==> src/rtl/display_timings.sv <==
// 640x480@60 raster timing generator (800x525 total) on clk_pix.
// Optional frame counter output enabled by defining DISPLAY_FRAME_CNT_EN.
module display_timings #(
    parameter int   H_RES  = 640,
    parameter int   H_FP   = 16,
    parameter int   H_SYNC = 96,
    parameter int   H_BP   = 48,
    parameter int   V_RES  = 480,
    parameter int   V_FP   = 10,
    parameter int   V_SYNC = 2,
    parameter int   V_BP   = 33,
    parameter logic H_POL  = 1'b0,
    parameter logic V_POL  = 1'b0
) (
    input  logic        clk_pix,
    input  logic        sim_rst,
    output logic [9:0]  sx,
    output logic [9:0]  sy,
    output logic        de,
    output logic        hsync,
    output logic        vsync,
    output logic        frame,
    output logic        line
`ifdef DISPLAY_FRAME_CNT_EN
    ,
    output logic [15:0] frame_cnt
`endif
);

    localparam int H_TOTAL = H_RES + H_FP + H_SYNC + H_BP;
    localparam int V_TOTAL = V_RES + V_FP + V_SYNC + V_BP;

    localparam logic [9:0] H_LAST = 10'(H_TOTAL - 1);
    localparam logic [9:0] V_LAST = 10'(V_TOTAL - 1);
    localparam logic [9:0] H_ACT  = 10'(H_RES);
    localparam logic [9:0] V_ACT  = 10'(V_RES);
    localparam logic [9:0] H_SS   = 10'(H_RES + H_FP);
    localparam logic [9:0] H_SE   = 10'(H_RES + H_FP + H_SYNC);
    localparam logic [9:0] V_SS   = 10'(V_RES + V_FP);
    localparam logic [9:0] V_SE   = 10'(V_RES + V_FP + V_SYNC);

    logic [9:0] sx_r;
    logic [9:0] sy_r;
    logic       de_r;
    logic       hsync_r;
    logic       vsync_r;
    logic       frame_r;
    logic       line_r;

    logic [9:0] sx_next_s;
    logic [9:0] sy_next_s;
    logic       de_next_s;
    logic       hsync_next_s;
    logic       vsync_next_s;
    logic       frame_next_s;
    logic       line_next_s;

    // Next raster position: sx wraps at end of line, sy advances only on that wrap
    always_comb begin
        sx_next_s = sx_r + 10'd1;
        sy_next_s = sy_r;
        if (sx_r == H_LAST) begin
            sx_next_s = 10'd0;
            if (sy_r == V_LAST) begin
                sy_next_s = 10'd0;
            end else begin
                sy_next_s = sy_r + 10'd1;
            end
        end else begin
            sx_next_s = sx_r + 10'd1;
        end
    end

    // Decode from the next position so registered flags line up with sx/sy
    always_comb begin
        de_next_s    = (sx_next_s < H_ACT) && (sy_next_s < V_ACT);
        line_next_s  = (sx_next_s == 10'd0);
        frame_next_s = (sx_next_s == 10'd0) && (sy_next_s == 10'd0);
        if ((sx_next_s >= H_SS) && (sx_next_s < H_SE)) begin
            hsync_next_s = H_POL;
        end else begin
            hsync_next_s = ~H_POL;
        end
        if ((sy_next_s >= V_SS) && (sy_next_s < V_SE)) begin
            vsync_next_s = V_POL;
        end else begin
            vsync_next_s = ~V_POL;
        end
    end

    // Position and timing flag registers; reset parks at the last pixel of the frame
    always_ff @(posedge clk_pix) begin
        if (sim_rst) begin
            sx_r    <= H_LAST;
            sy_r    <= V_LAST;
            de_r    <= 1'b0;
            hsync_r <= ~H_POL;
            vsync_r <= ~V_POL;
            frame_r <= 1'b0;
            line_r  <= 1'b0;
        end else begin
            sx_r    <= sx_next_s;
            sy_r    <= sy_next_s;
            de_r    <= de_next_s;
            hsync_r <= hsync_next_s;
            vsync_r <= vsync_next_s;
            frame_r <= frame_next_s;
            line_r  <= line_next_s;
        end
    end

    assign sx    = sx_r;
    assign sy    = sy_r;
    assign de    = de_r;
    assign hsync = hsync_r;
    assign vsync = vsync_r;
    assign frame = frame_r;
    assign line  = line_r;

`ifdef DISPLAY_FRAME_CNT_EN
    logic [15:0] frame_cnt_r;

    // Frame counter steps together with the frame strobe, so frame 1 reads 1
    always_ff @(posedge clk_pix) begin
        if (sim_rst) begin
            frame_cnt_r <= 16'd0;
        end else if (frame_next_s) begin
            frame_cnt_r <= frame_cnt_r + 16'd1;
        end else begin
            frame_cnt_r <= frame_cnt_r;
        end
    end

    assign frame_cnt = frame_cnt_r;
`endif

endmodule
==> config.mk <==
export PLATFORM = sky130hd
export DESIGN_NAME = display_timings
export DESIGN_NICKNAME = d
export VERILOG_FILES = /design/src/rtl/display_timings.sv
export SDC_FILE = /design/constraint.sdc
export NUM_CORES = 1
export LEC_CHECK = 0
export BUFFER_PORTS_ARGS = -buffer_cell sky130_fd_sc_hd__buf_4
export CORE_ASPECT_RATIO = 1.1
export CORE_MARGIN = 2
export CORE_UTILIZATION = 54
export DETAILED_ROUTE_END_ITERATION = 10
export PLACE_DENSITY = 0.84
export SKIP_CTS_REPAIR_TIMING = 1
export SLEW_MARGIN = 20
export SYNTH_ARGS = -nofsm -noshare
export SYNTH_HDL_FRONTEND = slang
export SYNTH_SLANG_ARGS = --single-unit
==> constraint.sdc <==
create_clock -name clk_pix -period 2.8 [get_ports clk_pix]
set_input_delay 0.28 -clock clk_pix [delete_from_list [all_inputs] [get_ports clk_pix]]
set_output_delay 0.28 -clock clk_pix [all_outputs]
set_load 0.01 [all_outputs]
==> summary.md, run 1 <==
| Metric | Value |
|---|---|
| Worst-margin pin slew | `526 ps` |
| Vias in the first global route | `1,191` |
| Critical path's slowest cell | `dfxtp_1` |
| Wire length on met2 | `1.53 mm` |
| Starting Density | `57.6%` |
| WP buf/inv | `0` |
| Layout cells sized above 1 | `22.2%` |
| Final antenna diode count | `0` |
| Total CTS buffers | `3` |
| Final GP Congestion | `0.916` |
| Routed Antenna Nets | `0` |
| First-pass GRT wire length | `5.44 mm` |
| Met3 routed WL | `231 µm` |
| Post-route insts no fill | `225` |
| Avg WL per Cell | `14.8 µm` |
| Top Metal Used | `met4` |
| Async SR Flop Fraction | `0%` |
| Syn_area_per_cell | `8.30 µm²` |
| Die Area | `3120 µm²` |
| Max IR drop VDD | `650 µV` |
| CP required | `3040 ps` |
| Worst clock skew | `1.93 ps` |
| Startpoint type of the worst setup path | `flop` |
| Crit. End Element | `flop` |
| Period utilization | `82.5%` |
| Initial antenna violation count | `0` |
| Rel. slew slack | `64.6%` |
| Fmax | `433 MHz` |
| Total I/O pin count | `27` |
| Ys flop type | `dfxtp_1` |
| Pre-antenna DRT Iters | `4` |
| Max incr delay on CP | `470 ps` |
| Fin. max-slew vios | `0` |
| Number of synthesized flops with an enable pin | `0` |
| Netlist Area Pre-Place | `1450 µm²` |
| Leak pwr | `0.651 nW` |
| Yosys reg bits | `25` |
| Area Overhead vs Synth | `13.9%` |
| Critical path arrival | `2550 ps` |
| Clock Latency Late Sink | `310 ps` |
| Number of DRC markers in iteration 0 | `70` |
| M1 WL | `1.51 mm` |
| Count of different cell masters after synthesis | `47` |
| Type of the tightest min-delay check | `input pin to flop` |
| Final #Nets | `200` |
| Final min period | `2310 ps` |
| Number of port buffers | `26` |
| Vias/cell | `6.02` |
| Syn Inst Count | `175` |
| Hold Vio Cnt, Final | `0` |
| RSZ-0062 raised after global routing | `no` |
| Top cell type's share of synthesized area | `34.5%` |
| Crit path cell chain | `ha_1 > and4_4 > nand4_1 > nor3_1 > xnor2_1 > o211ai_2 > nor4b_2` |
| Die Ht | `58.4 µm` |
| Final setup viols | `0` |
| GRT Util Overall | `23.3%` |
| DRC | `0` |
| Drt total wl | `3.32 mm` |
| Inst Count DP | `221` |
| Clock sink count | `25` |
| Root Driver | `clkbuf_4` |
| Row count | `19` |
| Setup tns final | `0 ps` |
| Status | `complete, no violations` |
| Power Density | `947 nW/µm²` |
| Largest net degree at the start of global routing | `21` |
| Crit Path Class | `flop to flop` |
| Worst-path fanout max | `11` |
| Top Family by Delay on Critical Path | `simple AND/OR/NAND/NOR gates` |
| Post-DP HPWL | `2.42 mm` |
| Placed inst area | `1630 µm²` |
| Syn Nets | `180` |
| CTS tree | `built` |
| Final Cell Area | `1650 µm²` |
| CTS clk-pin slew, worst paths | `130 ps` |
| Routed vias | `1,355` |
| Cell taking the most area after synthesis | `dfxtp_1` |
| CTS Buffer Depth | `2` |
| Top cells by area, synth | `dfxtp_1, xor2_1, nand2_1` |
| Seq/Total Area, Yosys | `34.5%` |
| YS warnings | `0` |
| Core ar. | `2520 µm²` |
| GR Overflow Total | `0` |
| DIE WIDTH | `53.5 µm` |
| Max-cap violation count | `0` |
| H-tree Lvls | `1` |
==> kinds of logic (layout without fill, tap and decap cells) <==
family	count (synthesis)	count (layout)	share of synthesized area, %
simple gates	82	82	33.6
compound gates	36	36	16.1
flops	25	25	34.5
buf+inv	16	35	5.43
xor+xnor	13	13	7.84
fa+ha+maj	3	3	2.58
==> through the flow <==
stage	utilization (%)	power (mW)	setup slack [ps]	hold slack (ps)
detailed placement	64.5	1.41	520	538
global placement	64.5	1.38	665	510
CTS	65.6	1.57	501	265
floorplan	-	1.16	735	524
global route	65.6	1.70	323	269
finish	65.6	1.57	489	273
==> placed cells by master (no fill, tap or decap), types with 6 or more instances in the layout <==
| cell | synthesis | final |
|---|---|---|
| buf_4 | 0 | 26 |
| dfxtp_1 | 25 | 25 |
| nand2_1 | 17 | 17 |
| nor2_1 | 14 | 14 |
| a21oi_1 | 10 | 10 |
| o21ai_0 | 9 | 9 |
| nor3_1 | 8 | 8 |
| xor2_1 | 8 | 8 |
| nand3_1 | 7 | 7 |
| nand4_1 | 6 | 6 |
==> routing by layer <==
metal,vias to the layer above,track usage [%]
li1,668,-
met1,628,32.5
met2,53,36.5
met3,6,3.30
met4,0,8.06
met5,-,0
==> area by class of cell <==
class | instances | area [µm²]
inverters | 5 | 18.8
well taps | 31 | 38.8
clock inverters | 1 | 5.00
repair buffers | 26 | 195
multi-input cells | 134 | 873
clock buffers | 3 | 22.5
fillers | 215 | 866
flip-flops and latches | 25 | 500
==> path summary, 6_finish.rpt <==
path | start | end | slack [ps] | cells after the start
setup / recovery | sx[0] | frame | 490 | 7
hold / removal | sim_rst | sx[5] | 270 | 2
setup reg to reg | sx[0] | frame | 490 | 7
hold reg to reg | sx[0] | sx[0] | 580 | 1
==> cell usage after synthesis, types with 3 or more instances <==
cell type  count
clkbuf_1       6
nand3_1        7
a21oi_1       10
buf_2          3
nor3_1         8
ha_1           3
xnor2_1        5
o21bai_1       3
inv_1          5
xor2_1         8
nor2_1        14
o21ai_0        9
nand2_1       17
and3_1         4
dfxtp_1       25
or3_1          3
nand4_1        6
==> report_power, final <==
| group | internal, mW | leakage, nW | switching [mW] |
|---|---|---|---|
| logic | 0.367 | 0.429 | 0.447 |
| registers | 0.435 | 0.204 | 0.158 |
| clock network | 0.0534 | 0.0177 | 0.107 |
==> registers in the layout, summed over array words and instances (netlist names) <==
register,cells
line,1
sy,10
vsync,1
sx,10
hsync,1
de,1
frame,1
Note: power is estimated with default switching activity, not from simulation.
==> run 2: changes to the inputs <==
Settings changed: ABC_AREA set to 1.
Clock period 2.8 ns to 2.3 ns, I/O delays scaled along.
==> run 2 against run 1 <==
Power is 30% higher. Count of clock-buffer cells in the layout is 1 higher. Setup slack worse by 72 ps. Combinational power is 44% higher. Critical path type unchanged.
==> summary.md, run 2 <==
| Metric | Value |
|---|---|
| Status | `complete, no violations` |
| Fmax | `531 MHz (+23%)` |
| Setup tns final | `0 ps (unchanged)` |
| Worst-path fanout max | `17 (+6)` |
| Syn Nets | `222 (+23%)` |
| Post-Place Worst Slack | `436 ps (-83.5 ps)` |
| Root Driver | `clkbuf_4` |
| Setup WS post-layout | `418 ps (-71.9 ps)` |
| Vias in the first global route | `1,248 (+4.8%)` |
| Adder and majority cell fraction of the synthesized area | `2.68% (+0.092 points)` |
| Most frequent cells in the layout | `nand2_1, nor2_1, buf_4` |
| First-pass GRT wire length | `5.47 mm (+0.63%)` |
| Routed Antenna Nets | `0 (unchanged)` |
| Critical path arrival | `2100 ps (-450 ps)` |
| DIE WIDTH | `52.6 µm (-1.6%)` |
| Total I/O pin count | `27 (unchanged)` |
| Post-DP HPWL | `2.49 mm (+2.9%)` |
| Number of port buffers | `26 (unchanged)` |
| Async SR Flop Fraction | `0% (unchanged)` |
| Pre-antenna DRT Iters | `4 (unchanged)` |
| Seq/Total Area, Yosys | `35.7% (+1.2 points)` |
| Max IR drop VDD | `818 µV (+26%)` |
| Type of the tightest min-delay check | `input pin to flop` |
| Row count | `19 (unchanged)` |
| Hold Vio Cnt, Final | `0 (unchanged)` |
| Fill cell count | `221 (+2.8%)` |
| Initial antenna violation count | `0 (unchanged)` |
| Vias/cell | `5.07 (-16%)` |
| Starting Density | `56.7% (-0.92 points)` |
| H-tree Lvls | `1 (unchanged)` |
| Layout cells sized above 1 | `18.7% (-3.5 points)` |
| XOR/XNOR Fraction of Synth Area | `0.624% (-7.2 points)` |
| Commonest cells post-synth | `nand2_1, nor2_1, dfxtp_1, inv_1, nand3_1` |
| Post-synthesis mux area share | `0% (unchanged)` |
| Worst-margin pin slew | `262 ps (-264 ps)` |
| Synth Area in Compound Gates | `5.17% (-11 points)` |
| Worst clock skew | `4.07 ps (+2.14 ps)` |
| GRT Util Overall | `24.0% (+0.76 points)` |
| Area Overhead vs Synth | `18.0%` |
| Yosys reg bits | `25 (unchanged)` |
| Syn_area_per_cell | `6.46 µm² (-22%)` |
| Syn Inst Count | `217 (+24%)` |
| Rel. slew slack | `82.5% (+18 points)` |
| Startpoint type of the worst setup path | `flop` |
| Clock Latency Late Sink | `310 ps (about the same)` |
| Final #Nets | `252 (+26%)` |
| Max-cap violation count | `0 (unchanged)` |
| Period utilization | `81.8% (-0.68 points)` |
| Final min period | `1880 ps (-428 ps)` |
| Hold slack | `187 ps (-86.3 ps)` |
| Top cells by area, synth | `dfxtp_1, nand2_1, nor2_1` |
| Count leader, synth | `nand2_1` |
| Total CTS buffers | `3 (unchanged)` |
| Die Ht | `57.5 µm (-1.6%)` |
| Count of different cell masters after synthesis | `24 (-49%)` |
| Main combinational cell family by area after synthesis | `simple AND/OR/NAND/NOR gates` |
| RSZ-0062 raised after global routing | `no` |
| Die Area | `3020 µm² (-3.2%)` |
| Final antenna diode count | `0 (unchanged)` |
| Number of synthesized flops with an enable pin | `0 (unchanged)` |
| Crit. End Element | `flop` |
| Final GP Congestion | `0.937 (+2.3%)` |
| Ys flop type | `dfxtp_1` |
| Final setup viols | `0 (unchanged)` |
| Avg WL per Cell | `11.3 µm (-24%)` |
| CP required | `2510 ps (-530 ps)` |
| YS warnings | `0 (unchanged)` |
| CTS Buffer Depth | `2 (unchanged)` |
| Top cell type's share of synthesized area | `35.7% (+1.2 points)` |
| Largest net degree at the start of global routing | `18 (-14%)` |
| Commonest non-fill, non-tap cell in the layout | `nand2_1` |
| Power Density | `1230 nW/µm² (+30%)` |
| Core ar. | `2470 µm² (-1.9%)` |
| CTS clk-pin slew, worst paths | `130 ps (about the same)` |
| Drt total wl | `3.13 mm (-5.9%)` |
| Clock sink count | `25 (unchanged)` |
| GR Overflow Total | `0 (unchanged)` |
| Crit Path Class | `flop to flop` |
| Leak pwr | `0.828 nW (+27%)` |
| Netlist Area Pre-Place | `1400 µm² (-3.4%)` |
| CTS tree | `built` |
| DRC | `0 (unchanged)` |
| Cell taking the most area after synthesis | `dfxtp_1` |
| Routed vias | `1,404 (+3.6%)` |
| Simple-gate portion of the synthesized area | `46.5% (+13 points)` |
| Number of DRC markers in iteration 0 | `43 (-39%)` |
| Fin. max-slew vios | `0 (unchanged)` |
run 2: layout make-up:
class                   count  area [µm²]  share of cell area, %
inverters                  31         116                   7.03
flip-flops and latches     25         500                   30.2
repair buffers             27         203                   12.2
well taps                  31        38.8                   2.34
multi-input cells         159         771                   46.6
clock buffers               4        26.3                   1.59
run 2: per-layer routing:
layer | global-route usage [%] | wire (µm) | vias to the layer above
met2 | 41.1 | 1580 | 40
met3 | 2.62 | 137 | 6
li1 | - | - | 744
met1 | 30.0 | 1370 | 614
met4 | 10.6 | 49 | 0
met5 | 0 | 0 | -
run 2: worst paths after layout:
kind | startpoint | endpoint | slack, ps | cells after the start
max reg2reg | sx[1] | vsync | 420 | 8
min reg2reg | sx[0] | sx[1] | 590 | 2
min | sim_rst | sy[8] | 190 | 2
max | sx[1] | vsync | 420 | 8
run 2: logic make-up (layout without fill, tap and decap cells):
family / count (synthesis) / count (layout)
AO/OA/AOI/OAI: 11 / 11
XOR/XNOR: 1 / 1
adder cells (fa/ha/maj): 3 / 3
buffers and inverters: 33 / 62
flip-flops: 25 / 25
AND/OR/NAND/NOR: 144 / 144
run 2: metrics by stage:
stage | instance area, µm² | cells | total power [mW] | util, %
CTS | 1660 | 277 | 2.04 | 67.0
finish | 1660 | 277 | 2.03 | 67.0
floorplan | 1400 | 217 | 1.51 | -
global route | 1660 | 277 | 2.23 | 67.0
detailed placement | 1630 | 273 | 1.84 | 65.9
global placement | 1630 | 273 | 1.83 | 65.9
run 2: power breakdown:
group	total, mW	internal, mW	switching (mW)	leakage [nW]
registers	0.668	0.540	0.128	0.204
logic	1.17	0.435	0.738	0.609
clock network	0.191	0.0678	0.123	0.0150
total	2.03	1.04	0.989	0.828
run 2: worst max-delay path: stages, from the launching register on:
cell and delay, ps:
dfxtp_1 410, ha_1 210, nand2_2 90, nor2_4 180, nand3_4 220, o21ai_0 270
nand4_1 160, nor2_1 160, nand3_1 90
==> run 3: changes to the inputs <==
Settings changed: ABC_AREA 1 to 0.
Clock period 2.3 ns to 1.9 ns, I/O delays scaled along.
==> run 3 against run 2 <==
The flow now finishes with violations (setup timing). Core utilization grew 11 points. Fmax shrank 2.2%. Combinational power grew 55%. Sequential cell count is the same. Sequential share of layout area shrank 4.2 points. Register-to-register slack lost 440 ps. Hold slack lost 33 ps. Global-route usage grew 2.7 points. Largest power group unchanged.
==> summary.md, run 3 (synthesis gave the netlist of run 1 again) <==
| Metric | Value |
|---|---|
| Status | `complete, but fails checks` |
| Failing checks | `setup timing` |
| Met1 usage | `34.3% (+4.4 points)` |
| R2r setup slk | `-30 ps (-440 ps)` |
| Critical path's slowest cell | `or4_1` |
| Top Family by Delay on Critical Path | `simple AND/OR/NAND/NOR gates` |
| Clock Latency Late Sink | `340 ps (+30 ps)` |
| Crit Path Class | `flop to flop` |
| Final antenna diode count | `0 (unchanged)` |
| Die Ht | `58.4 µm (+1.6%)` |
| Power Density | `1440 nW/µm² (+17%)` |
| Routed Antenna Nets | `0 (unchanged)` |
| Placed inst area | `1850 µm² (+14%)` |
| Crit. End Element | `flop` |
| Root Driver | `clkbuf_4` |
| Critical Path Stages | `7 (-1)` |
| DRC | `0 (unchanged)` |
| R2R cell count | `7 (-1)` |
| Reg2reg start | `sx[1]` |
| Leak pwr | `0.801 nW (-3.3%)` |
| Final min period | `1930 ps (+43.3 ps)` |
| WP buf/inv | `0 (unchanged)` |
| Crit path cell chain | `ha_4 > and4_4 > nor4b_2 > a211oi_2 > and2b_1 > nand2_1 > or4_1` |
| Fin. max-slew vios | `0 (unchanged)` |
| Starting Density | `57.6% (+0.92 points)` |
| GRT Util Overall | `26.7% (+2.7 points)` |
| First-pass GRT wire length | `6.26 mm (+14%)` |
| Area Overhead vs Synth | `35.6%` |
| Worst clock skew | `3.58 ps (-0.497 ps)` |
| DIE WIDTH | `53.5 µm (+1.6%)` |
| Routed vias | `1,640 (+17%)` |
| Row count | `19 (unchanged)` |
| Die Area | `3120 µm² (+3.3%)` |
| Fill cell count | `171 (-23%)` |
| Vias in the first global route | `1,462 (+17%)` |
| Overall power | `2.83 mW (+39%)` |
| Inst Count DP | `248 (-9.2%)` |
| Total I/O pin count | `27 (unchanged)` |
| Fmax | `519 MHz (-2.2%)` |
| Most frequent cells in the layout | `buf_4, dfxtp_1, nand2_1` |
| Post-DP HPWL | `2.96 mm (+19%)` |
| Worst Setup SP | `sx[1]` |
| Rel. slew slack | `72.0% (-10 points)` |
| Final setup viols | `2 (+2)` |
| Final core occ | `78.2% (+11 points)` |
| CTS tree | `built` |
| Total CTS buffers | `3 (unchanged)` |
| Clock sink count | `25 (unchanged)` |
| Layout cells sized above 1 | `39.9% (+21 points)` |
| Worst reg2reg path endpoint | `hsync` |
| GR Overflow Total | `0 (unchanged)` |
| Drt total wl | `4.36 mm (+39%)` |
| Period utilization | `101% (+20 points)` |
| CTS clk-pin slew, worst paths | `140 ps (about the same)` |
| Worst-path fanout max | `5 (-12)` |
| Initial antenna violation count | `0 (unchanged)` |
| Setup WS post-layout | `-25.7 ps (-443 ps)` |
| Setup tns final | `-44.3 ps (-44.3 ps)` |
| Largest net degree at the start of global routing | `21 (+3)` |
| Worst-margin pin slew | `419 ps (+157 ps)` |
| Number of port buffers | `26 (unchanged)` |
| Max IR drop VDD | `1160 µV (+42%)` |
| Max-cap violation count | `0 (unchanged)` |
| Type of the tightest min-delay check | `input pin to flop` |
| Vias/cell | `6.46 (+27%)` |
| Final #Nets | `229 (-9.1%)` |
| Core ar. | `2520 µm² (+1.9%)` |
| Startpoint type of the worst setup path | `flop` |
| Hold Vio Cnt, Final | `0 (unchanged)` |
| Number of DRC markers in iteration 0 | `131 (+200%)` |
| Avg WL per Cell | `17.1 µm (+52%)` |
| Met3 Usage GRT | `2.79% (+0.17 points)` |
| H-tree Lvls | `1 (unchanged)` |
| Met2 Track Usage GR | `44.3% (+3.2 points)` |
| RSZ-0062 raised after global routing | `yes` |
| CTS Buffer Depth | `2 (unchanged)` |
| GR peak layer | `met2` |
| Pre-antenna DRT Iters | `6 (+2)` |
| Commonest non-fill, non-tap cell in the layout | `buf_4` |
| Max incr delay on CP | `400 ps (about the same)` |
| CP required | `2140 ps (-370 ps)` |
| Post-route insts no fill | `254 (-8.3%)` |
| Final Cell Area | `1970 µm² (+19%)` |
| Crit path capture | `hsync` |
| Final GP Congestion | `0.959 (+2.4%)` |
| Critical path arrival | `2160 ps (+60 ps)` |
run 3: cell types whose count changed in the layout (fill, tap and decap cells not counted), moves of 4 or more:
cell	before	now
nand2_1	65	17
xor2_1	1	7
buf_4	27	53
and3_1	0	4
nand3_1	21	7
a21oi_1	0	10
nor2_1	35	13
inv_1	25	5
nor3_1	1	6
inv_2	4	0
dfxtp_1	25	20
run 3: per-stage QoR:
step                      hold WS, ps  setup WS, ps
after floorplan                   434         0.845
after global placement            521          5.45
after detailed placement          523          -105
after CTS                         176          -173
after global routing              147          -124
final                             154         -25.7
run 3: per-layer routing:
layer	routed length, µm	up-vias
met5	0	-
met4	227	0
met3	414	40
met2	2030	138
met1	1680	743
li1	-	719
run 3: final cells by class:
class	instances	area, µm²	share of cell area, %
clock inverters	1	5.00	0.254
multi-input cells	134	952	48.3
repair buffers	55	420	21.3
clock buffers	3	22.5	1.14
well taps	31	38.8	1.97
flip-flops and latches	25	512	26.0
inverters	5	18.8	0.953
run 3: worst min-delay path by stage:
stage               startpoint    end  cells past startpoint
detailed placement     sim_rst  sx[6]                      2
CTS                    sim_rst  sx[5]                      2
finish                 sim_rst  sy[4]                      2
global route           sim_rst  sx[7]                      2
global placement       sim_rst  sy[0]                      2
floorplan              sim_rst  sx[8]                      2
run 3: report_power, final:
group	internal, mW	switching, mW	total [mW]	leakage [nW]
clock	0.0795	0.176	0.256	0.0177
sequential	0.649	0.123	0.773	0.205
combinational	0.847	0.959	1.81	0.578
